===== src/rtl/arf_swt_obs_misr.sv =====
// Observation-flop MISR: compacts the Scan Write-Thru observation vector each
// accumulate cycle, holds the signature, and unloads it LSB-first over valid/ready.
module arf_swt_obs_misr #(
  parameter int                    OBS_FLOP_NUM = 6,
  parameter int                    MISR_WIDTH   = 16,
  parameter logic [MISR_WIDTH-1:0] MISR_POLY    = 16'h1021,
  parameter logic [MISR_WIDTH-1:0] MISR_SEED    = 16'h0000,
  parameter int                    CNT_W        = 16
) (
  input  logic                    clock,
  input  logic                    reset_n,
  input  logic [OBS_FLOP_NUM-1:0] obs_in,
  input  logic                    start,
  input  logic                    stop,
  input  logic                    unload_req,
  input  logic                    so_ready,
  output logic                    so_valid,
  output logic                    so_data,
  output logic [MISR_WIDTH-1:0]   sig,
  output logic [CNT_W-1:0]        acc_cnt,
  output logic [1:0]              state,
  output logic                    unload_done
);

  localparam int BCW = (MISR_WIDTH > 2) ? $clog2(MISR_WIDTH) : 1;

  typedef enum logic [1:0] {
    IDLE   = 2'd0,
    ACCUM  = 2'd1,
    HOLD   = 2'd2,
    UNLOAD = 2'd3
  } state_t;

  state_t                cur_st, nxt_st;
  logic [MISR_WIDTH-1:0] shreg;
  logic [BCW-1:0]        bit_cnt;
  logic                  xfer;
  logic                  last_bit;

  // Galois-form step: shift left, fold the MSB back through the taps, XOR in obs.
  function automatic logic [MISR_WIDTH-1:0] misr_step(
    input logic [MISR_WIDTH-1:0]   cur,
    input logic [OBS_FLOP_NUM-1:0] obs
  );
    logic [MISR_WIDTH-1:0] fb;
    fb = cur[MISR_WIDTH-1] ? MISR_POLY : '0;
    return {cur[MISR_WIDTH-2:0], 1'b0} ^ fb ^ MISR_WIDTH'(obs);
  endfunction

  function automatic logic [CNT_W-1:0] sat_inc(input logic [CNT_W-1:0] cnt);
    return (&cnt) ? cnt : cnt + 1'b1;
  endfunction

  assign xfer     = (cur_st == UNLOAD) && so_ready;
  assign last_bit = xfer && (bit_cnt == BCW'(MISR_WIDTH - 1));

  always_ff @(posedge clock or negedge reset_n) begin
    if (!reset_n) cur_st <= IDLE;
    else          cur_st <= nxt_st;
  end

  always_comb begin
    nxt_st = cur_st;
    case (cur_st)
      IDLE:    if (start) nxt_st = ACCUM;
      ACCUM:   if (start) nxt_st = ACCUM;
               else if (stop) nxt_st = HOLD;
      HOLD:    if (start) nxt_st = ACCUM;
               else if (unload_req) nxt_st = UNLOAD;
      UNLOAD:  if (last_bit) nxt_st = HOLD;
      default: nxt_st = IDLE;
    endcase
  end

  // so_ready only ever reaches state through a register, never an output directly.
  always_comb begin
    so_valid = (cur_st == UNLOAD);
    so_data  = shreg[0];
    state    = cur_st;
  end

  always_ff @(posedge clock or negedge reset_n) begin
    if (!reset_n) begin
      sig         <= MISR_SEED;
      acc_cnt     <= '0;
      shreg       <= '0;
      bit_cnt     <= '0;
      unload_done <= 1'b0;
    end else begin
      unload_done <= last_bit;
      case (cur_st)
        IDLE: begin
          if (start) begin
            sig     <= MISR_SEED;
            acc_cnt <= '0;
          end
        end
        ACCUM: begin
          if (start) begin
            sig     <= MISR_SEED;
            acc_cnt <= '0;
          end else if (!stop) begin
            sig     <= misr_step(sig, obs_in);
            acc_cnt <= sat_inc(acc_cnt);
          end
        end
        HOLD: begin
          if (start) begin
            sig     <= MISR_SEED;
            acc_cnt <= '0;
          end else if (unload_req) begin
            shreg   <= sig;
            bit_cnt <= '0;
          end
        end
        UNLOAD: begin
          if (xfer) begin
            shreg   <= shreg >> 1;
            bit_cnt <= bit_cnt + 1'b1;
          end
        end
        default: ;
      endcase
    end
  end

endmodule


===== config.mk =====
export PLATFORM = sky130hd
export DESIGN_NAME = arf_swt_obs_misr
export DESIGN_NICKNAME = d
export VERILOG_FILES = /design/src/rtl/arf_swt_obs_misr.sv
export SDC_FILE = /design/constraint.sdc
export NUM_CORES = 1
export LEC_CHECK = 0
export CAP_MARGIN = 20
export CORE_MARGIN = 1.5
export CORE_UTILIZATION = 55
export CTS_BUF_LIST = sky130_fd_sc_hd__clkbuf_4 sky130_fd_sc_hd__clkbuf_8
export CTS_CLUSTER_SIZE = 12
export DETAILED_ROUTE_END_ITERATION = 8
export DONT_BUFFER_PORTS = 1
export GPL_ROUTABILITY_DRIVEN = 0
export PLACE_DENSITY_LB_ADDON = 0.25
export SYNTH_ARGS = -nofsm -noshare
export SYNTH_HDL_FRONTEND = slang
export SYNTH_SLANG_ARGS = --single-unit

===== constraint.sdc =====
create_clock -name clock -period 3.05 [get_ports clock]
set_clock_uncertainty 0.1 [all_clocks]
set_input_delay 0.61 -clock clock [delete_from_list [all_inputs] [get_ports clock]]
set_output_delay 0.61 -clock clock [all_outputs]
set_load 0.05 [all_outputs]

# Word-level counts from Yosys, hierarchy flattened
# Cells that the tools add are included.
# classes
muxes,24
eq_ne,14
bitwise_logic,2
n_addsub,2
n_reduce_logical,11
# op_table
operator,n
$mux W16,9
$pmux W16 S2,3
$add A16 B1 Y16 const B,1
$reduce_and A16 Y1,1
$xor A16 B13 Y16,1
$xor A16 B6 Y16,1
$mux W13,1
$mux W2,6
$mux W4,3
$ne A3 B3 Y1 const B,4
$reduce_and A4 Y1,3
$pmux W2 S4,1
$pmux W4 S2,1
$ne A2 B1 Y1 const B,3
$ne A2 B2 Y1 const B,3
$add A4 B1 Y4 const B,1
$eq A2 B2 Y1 const B,2
$eq A4 B4 Y1 const B,1
$reduce_bool A2 Y1,2
$reduce_and A3 Y1,1
$eq A2 B1 Y1 const B,1
$logic_and A1 B1 Y1,2
$logic_not A2 Y1,1
$reduce_or A2 Y1,1
# word_totals
ff_bits,55
input_bits,12

# Longest topological paths before layout
# depth
word_depth,6
depth_mapped,7
depth_no_buf,5

# Worst setup path before layout
# Ideal clock, no wire load.
# synth_path
path_kind,register -> register
startpoint,reg acc_cnt[0]
endpoint,reg acc_cnt[0]
setup_time_ns,0.146
required_time_ns,2.804
setup_slack_ns,0.891
path_buffers,0
t_arrival_ns,1.913
stages_incl_launch_ff,6
path_cell_list,dfrtp_1 -> ha_1 -> nand3_1 -> nor3_2 -> a21o_1 -> mux2i_1
# synth_between
elab_chain_cells,5
# synth_lines
item,line,rtl
"start, declared",20,"output logic [CNT_W-1:0] acc_cnt,"
"start signal, assigned",104,acc_cnt <= sat_inc(acc_cnt);
$add A16 B1 Y16,51,return (&cnt) ? cnt : cnt + 1'b1;
$mux W16,51,
$mux W16,102,end else if (!stop) begin
$mux W16,99,if (start) begin
$pmux W16 S2,91,case (cur_st)
# Parallel ways exist; a longest one is shown, timed or not. The select of a mux whose other input is x is not followed.
# A chain may end at the register's enable or synchronous reset.

# Final worst setup path
# layout_path
startpoint,"reg cur_st[1], in the netlist state[1]"
endpoint,out so_valid
# layout_between
elab_chain_cells,1
# layout_lines
item,line,rtl
"start, declared",34,"state_t cur_st, nxt_st;"
"start signal, assigned",59,else cur_st <= nxt_st;
$eq A2 B2 Y1,77,so_valid = (cur_st == UNLOAD);
"end, declared",17,"output logic so_valid,"
# Every way passes these cells.

==> flow_summary.ini <==
[outcome]
outcome = finished clean

[finish]
final_common_cell = nand2_1
seqCellArea_sq_um = 1380
post_route_cells_drive_above_1_share_pct = 11.4
mostFrequentLayoutCells = nand2_1 (59), dfrtp_1 (55), o21ai_0 (23)
area_growth_pct = 9.84
fin_nets = 311
antenna_cells = 0
multi_input_area_sq_um = 1240
nFillCells = 444

[setup_path]
crit_required_ns = 2.34
cp_max_fo = 10
end_kind = output pin
startpoint_type = register
crit_type = reg2out
arrival_ns = 1.88

[timing]
holdWs_ns = 0.0523
slew_violations = 0
rsz0062_at_grt = no
relSlewSlack_pct = 38.6
min_period_ns = 2.59
timing.fmax_mhz = 386
tightest_slew_ns = 0.921
hold_viol = 0
setup_viol = 0
fin_setup_tns_ns = 0
period_share_pct = 84.9

[floorplanning]
dieWidth_um = 73.3
core_area_sq_um = 4750
initial_core_util_pct = 57.2
die_h_um = 73.3
dieArea_sq_um = 5380
rows = 25
top_level_ports = 49

[clock_network]
cts_resized = 0
clkLatencyLatePin_ns = 0.30
path_clk_slew_ns = 0.10
cts_hold_buf = 1
cts_tree = built
root_buffer = clkbuf_8
h-tree-depth = 2
clk_path_buf_depth = 2
numCtsBuffers = 5
cts_setup_buffers = 0
cts.sinks = 55

[power]
p_leak_nw = 1.29
p_per_area_nw_per_um2 = 802
peakVddDrop_uv = 533

[drt]
via_per_inst = 5.97
drt_wl_total_um = 6170
first_iter_violations = 188
post_drt_wl_per_cell_um = 17.0
route.detailed.drc = 0
drtAntennaViolNets = 0
vias = 2172
drt_pass1_iterations = 4

[synthesis]
synth_fp_nets = 300
ys_ff_latch = 55
synth-edff-count = 0
synth_flop_cell = dfrtp_1
avgSynthCellArea_sq_um = 9.52
async_reset_ff_share_pct = 100
yosysUniqueCellTypes = 49
synth_top_area_cell = dfrtp_1
yosysSeqAreaShare_pct = 50.6
syn_inst = 286
synth_top_cell_area_share_pct = 50.6
mappedNetlistArea_sq_um = 2720
ys_warn_count = 0
yosys-top-cells-area = dfrtp_1 (51%), nand2_1 (8.1%), o21ai_0 (4.2%)

[run]
cap_violations = 0

[hold_path]
hold_class = in2async

[place]
portBuffers = 0
dpl.hpwl_um = 4320

[global_route]
antenna_found_initial = 0
overflow = 0
grt_pass1_vias = 2021
grt_usage_pct = 25.0
grt_max_degree = 56
grt_pass1_wl_um = 10200
worst paths after layout:
check                                            start  slack [ns]                      to  cells after the start
worst max register to register  acc_cnt[6]$_DFFE_PN0P_        0.72  acc_cnt[3]$_DFFE_PN0P_                      4
worst min register to register   shreg[12]$_DFFE_PN0P_        0.39   shreg[12]$_DFFE_PN0P_                      2
worst min-delay path                           reset_n        0.05  bit_cnt[0]$_DFFE_PN0P_                      1
min in group clock                               start        0.32    state[1]$_DFFE_PN0P_                      1
worst max-delay path              state[1]$_DFFE_PN0P_        0.46                so_valid                      2
max in group asynchronous                      reset_n        2.57     sig[14]$_DFFE_PN0P_                      1
sequential cells by signal, summed over array words and instances, names as in the netlist:
register and count:
acc_cnt 16, shreg 16, sig 16, bit_cnt 4, state 2, unload_done 1
metal layers:
metal  part of all wire, %  up-vias  global-route usage [%]
li1                      -     1042                       -
met5                     0        -                       0
met3                   8.0        6                    7.82
met4                   1.2        0                    6.79
met2                    45       84                    34.5
met1                    46     1040                    38.0
logic make-up after synthesis:
group / count (synthesis) / synth area share [%]
AND/OR/NAND/NOR: 111 / 19.8
AO/OA/AOI/OAI: 71 / 17.7
flip-flops: 55 / 50.6
buffers and inverters: 27 / 4.05
multiplexers: 11 / 4.09
XOR/XNOR: 9 / 2.90
adder cells (fa/ha/maj): 2 / 0.919
Yosys cell counts, types with 2 or more instances:
cell,n
a211oi_1,3
a21o_1,3
a21oi_1,4
a221oi_1,4
a22o_1,2
a22oi_1,9
and3_1,4
and4_1,2
buf_2,4
clkbuf_1,9
dfrtp_1,55
ha_1,2
inv_1,13
mux2i_1,10
nand2_1,59
nand2b_1,2
nand3_1,8
nand4_1,6
nor2_1,13
nor2b_1,2
nor3_2,2
nor4_1,4
o21ai_0,23
o22ai_1,6
o31ai_1,6
xnor2_1,7
xor2_1,2
final cells by class:
type	count	area share (%)
Inverter	13	1.63
Tap cell	67	2.80
Clock inverter	2	0.586
Clock buffer	5	2.30
Timing Repair Buffer	18	5.19
Sequential cell	55	46.0
Multi-Input combinational cell	204	41.4
power breakdown:
group,leakage (nW),internal [mW],total (mW),switching [mW]
Clock,0.0446,0.162,0.399,0.237
Combinational,0.520,0.247,0.772,0.526
Sequential,0.722,0.871,1.23,0.356
Total,1.29,1.28,2.40,1.12
metrics by stage:
stage / setup slack [ns] / util [%] / cells / total power, mW / instance area [sq um]
3_5_place_dp: 0.759 / 60.5 / 356 / 2.00 / 2880
3_3_place_gp: 0.812 / 60.5 / 356 / 1.97 / 2880
5_1_grt: 0.361 / 62.9 / 364 / 2.54 / 2990
2_1_floorplan: 0.891 / - / 286 / 1.78 / 2720
6_report: 0.462 / 62.9 / 364 / 2.40 / 2990
4_1_cts: 0.445 / 62.9 / 364 / 2.41 / 2990
worst max-delay path: stages, from the launching register on:
cell and delay (ns):
dfrtp_1 0.78, nand2_2 0.35, inv_1 0.45
Note: power is estimated with default switching activity, not from simulation.
==> patch 1 (config.mk and constraints unchanged) <==
Reset style: synchronous (`reset_n`), changed in 2 clocked blocks.
--- a/src/rtl/arf_swt_obs_misr.sv
+++ b/src/rtl/arf_swt_obs_misr.sv
@@ -55,5 +55,5 @@
   assign last_bit = xfer && (bit_cnt == BCW'(MISR_WIDTH - 1));
 
-  always_ff @(posedge clock or negedge reset_n) begin
+  always_ff @(posedge clock) begin
     if (!reset_n) cur_st <= IDLE;
     else          cur_st <= nxt_st;
@@ -80,5 +80,5 @@
   end
 
-  always_ff @(posedge clock or negedge reset_n) begin
+  always_ff @(posedge clock) begin
     if (!reset_n) begin
       sig         <= MISR_SEED;
Function: differs if reset_n is asserted again (counterexample within 4 cycles, from zero or initial values and one cycle with reset_n low); with reset_n held inactive, the same outputs for 10 cycles.
==> patch 1 against the original RTL <==
  * Register-to-register slack gained 0.13 ns
  * Sequential cell count unchanged
  * Critical path depth rose by 2
  * Die area is 6.3% lower
  * Routed wire length down 9.7%
  * Setup slack better by 0.37 ns
  * Non-clock buffer count grew 3
  * Final cell count grew 3.3%
  * Area after synthesis is 6.6% lower
  * Final area decreased by 7.4%
Power is not compared: it rests on default switching activity, and its combinational part moved more than twofold at a synthesized area within 25%.
==> patch 1: results (changes against the original RTL) <==
drt wl/cell=14.8 um (-13%); Slowest cell on crit path=dfxtp_1; Synth area leaders=dfxtp_1, nand2_1, a311oi_1; initial antenna violation count=0 (unchanged); DP HPWL=3900 um (-9.5%); warnings from Yosys=0 (unchanged); leakage power=0.929 nW; Fin Hold WS=0.325 ns (+0.273 ns); status=completed; DP Area=2680 um2 (-6.9%); Reg power frac=0.599; fraction of layout instances using a drive strength above 1=0.127 (+0.0121); CP Launch Point=state[0]$_SDFFE_PN0P_; Post-Syn Nets=328 (+9.3%); clk pwr=0.412 mW; post-cts resize count=0 (unchanged); Top FF cell, synth=dfxtp_1; drt first pass iters=4 (unchanged); hold crit path type=in -> reg; CP Capture Point=so_valid; number of diodes=0 (unchanged); worst reg-to-reg path cell count=6 (+2); pin count of the biggest net entering global routing=35 (-38%); Hold EP=acc_cnt[3]$_SDFFE_PN0P_; setup ws final=0.831 ns (+0.369 ns); Nets=337 (+8.4%); Top Family by Delay on Critical Path=buffers and inverters; DP Cell Count=368 (+3.4%); first-pass GRT wire length=9170 um (-10%); synthesized instance count=314 (+9.8%); drt first-iter violations=157 (-16%); Post-synth top cells=nand2_1, dfxtp_1, nor2_1; Longest Clk Path Bufs=2 (unchanged); vias in the first global route=1939 (-4.1%); all-layer global routing usage=0.224 (-0.0263); CP max stage delay=0.32 ns (-0.46 ns); Finished Layout Cells=376 (+3.3%); Worst-Skew Late Latency=0.32 ns (+0.02 ns); setup slack, reg-to-reg=0.85 ns (+0.13 ns); Crit path arrival time=1.51 ns (-0.37 ns); DR vias=2263 (+4.2%); CP max FO=18 (+8); Min-Delay Path Depth=1; Seq/Total Area, Yosys=0.433 (-0.0725); htree depth=2 (unchanged); reg2reg end=acc_cnt[15]$_SDFFE_PN0P_; synth unique cells=48 (-2.0%); pre-CTS WS=0.811 ns (+0.0524 ns); power per cell area=444 nW/um2; Synth async-reset ratio=0 (-1.00); clock slew at reported path FFs=0.10 ns (about the same); measured slew at the worst slew-check pin=0.813 ns (-0.108 ns)
patch 1: layout make-up:
| cell class | count | area (um2) |
|---|---|---|
| Timing Repair Buffer | 21 | 158 |
| Tap cell | 52 | 65.1 |
| Inverter | 6 | 22.5 |
| Fill cell | 396 | 1650 |
| Clock buffer | 5 | 68.8 |
| Multi-Input combinational cell | 234 | 1330 |
| Sequential cell | 55 | 1100 |
| Clock inverter | 3 | 22.5 |
patch 1: layer usage:
metal  wire length, um  track usage  vias to the layer above
met4               107       0.0985                        0
met3               371       0.0584                        9
li1                  -            -                     1130
met5                 0            0                        -
met1              2530        0.297                     1061
met2              2560        0.346                       63
patch 1: logic make-up after synthesis:
| kind of cell | share of synthesized area |
|---|---|
| AO/OA/AOI/OAI | 0.210 |
| XOR/XNOR | 0.0345 |
| adder cells (fa/ha/maj) | 0.00985 |
| buffers and inverters | 0.0443 |
| flip-flops | 0.433 |
| multiplexers | 0.00788 |
| AND/OR/NAND/NOR | 0.260 |
==> patch 2 (same flow settings) <==
Made on the original files. Set the parameter `OBS_FLOP_NUM` to 5 (it was 6).
--- a/src/rtl/arf_swt_obs_misr.sv
+++ b/src/rtl/arf_swt_obs_misr.sv
@@ -2,5 +2,5 @@
 // accumulate cycle, holds the signature, and unloads it LSB-first over valid/ready.
 module arf_swt_obs_misr #(
-  parameter int                    OBS_FLOP_NUM = 6,
+  parameter int                    OBS_FLOP_NUM = 5,
   parameter int                    MISR_WIDTH   = 16,
   parameter logic [MISR_WIDTH-1:0] MISR_POLY    = 16'h1021,
Interface: changed (resized obs_in); port bits go from 49 to 48. The function was not compared with the original's and may differ.
==> patch 2 against the original RTL <==
  * Utilization fell by 1.1 points
  * Maximum frequency fell by 0.24%
  * Power fell by 5.2%
  * First-iteration DRC count fell by 34%
  * Routed wire length fell by 3.6%
  * Global-route usage fell by 0.93 points
  * Synthesized cell count fell by 2.4%
  * Via count fell by 4.4%
  * Sequential cell count did not move
  * Hold slack got worse by 0.0096 ns
  * Setup slack got worse by 0.0062 ns
  * Count of clock-buffer cells in the layout rose by 1
  * Area after synthesis fell by 0.64%
  * Final area fell by 2.5%
  * Largest cell class unchanged
==> patch 2: results (changes against the original RTL) <==
status=completed; synth unique cells=54 (+10%); DR vias=2076 (-4.4%); drt first-iter violations=124 (-34%); reg2reg end=acc_cnt[0]$_DFFE_PN0P_; setup ws final=0.455 ns (-0.00616 ns); Metal-1 WL=2770 um (-2.4%); sw frac=0.454 (-0.0122); DP HPWL=3950 um (-8.5%); post-synthesis mux area share=0.0375 (-0.00344); met3 Usage GRT=0.0746 (-0.00360); Reg power frac=0.539 (+0.027); Slew Limit Headroom=0.527 (+0.141); met2 Use GR=0.325 (-0.0202); pre-CTS WS=0.757 ns (-0.00125 ns); complex-gate fraction of the synthesized area=0.177 (+0.000221); Seq/Total Area, Yosys=0.509 (+0.00328); all-layer global routing usage=0.241 (-0.00933); fraction of layout instances using a drive strength above 1=0.117 (+0.00213); GR Util met1=0.371 (-0.00931); met3 WL=492 um (-0.81%); xor and xnor area share after synthesis=0.0259 (-0.00305); setup slack, reg-to-reg=0.70 ns (-0.02 ns); first-pass GRT wire length=9690 um (-5.2%); leakage power=1.23 nW (-4.1%); Post-synth top cells=nand2_1, dfrtp_1, o21ai_0
## patch 2: per-stage QoR
stage | area (um2) | total power [mW] | utilization | hold WS, ns | cells
detailed placement | 2800 | 1.85 | 0.592 | 0.216 | 341
floorplan | 2700 | 1.68 | - | 0.214 | 279
global placement | 2800 | 1.83 | 0.592 | 0.216 | 341
finish | 2920 | 2.27 | 0.617 | 0.0427 | 350
global route | 2920 | 2.40 | 0.617 | 0.0557 | 350
CTS | 2920 | 2.29 | 0.617 | 0.0472 | 350
## patch 2: area by class of cell
class                      count  area (um2)
inverter                      13        48.8
sequential                    55        1380
tap                           67        83.8
fill                         403        1810
timing repair buffer          11         103
clock buffer                   6        76.3
multi-input combinational    196        1210
clock inverter                 2        16.3
## patch 2: what timing repair did
item | 4_1_cts | 5_1_grt
hold endpoints to repair | 55 | 0
setup endpoints to repair | 0 | 0
hold buffers | 1 | 0
## patch 2: critical path, cell delays in order (launching register included)
cell and delay, ns:
dfrtp_1 0.79, nand2_2 0.34, inv_1 0.44
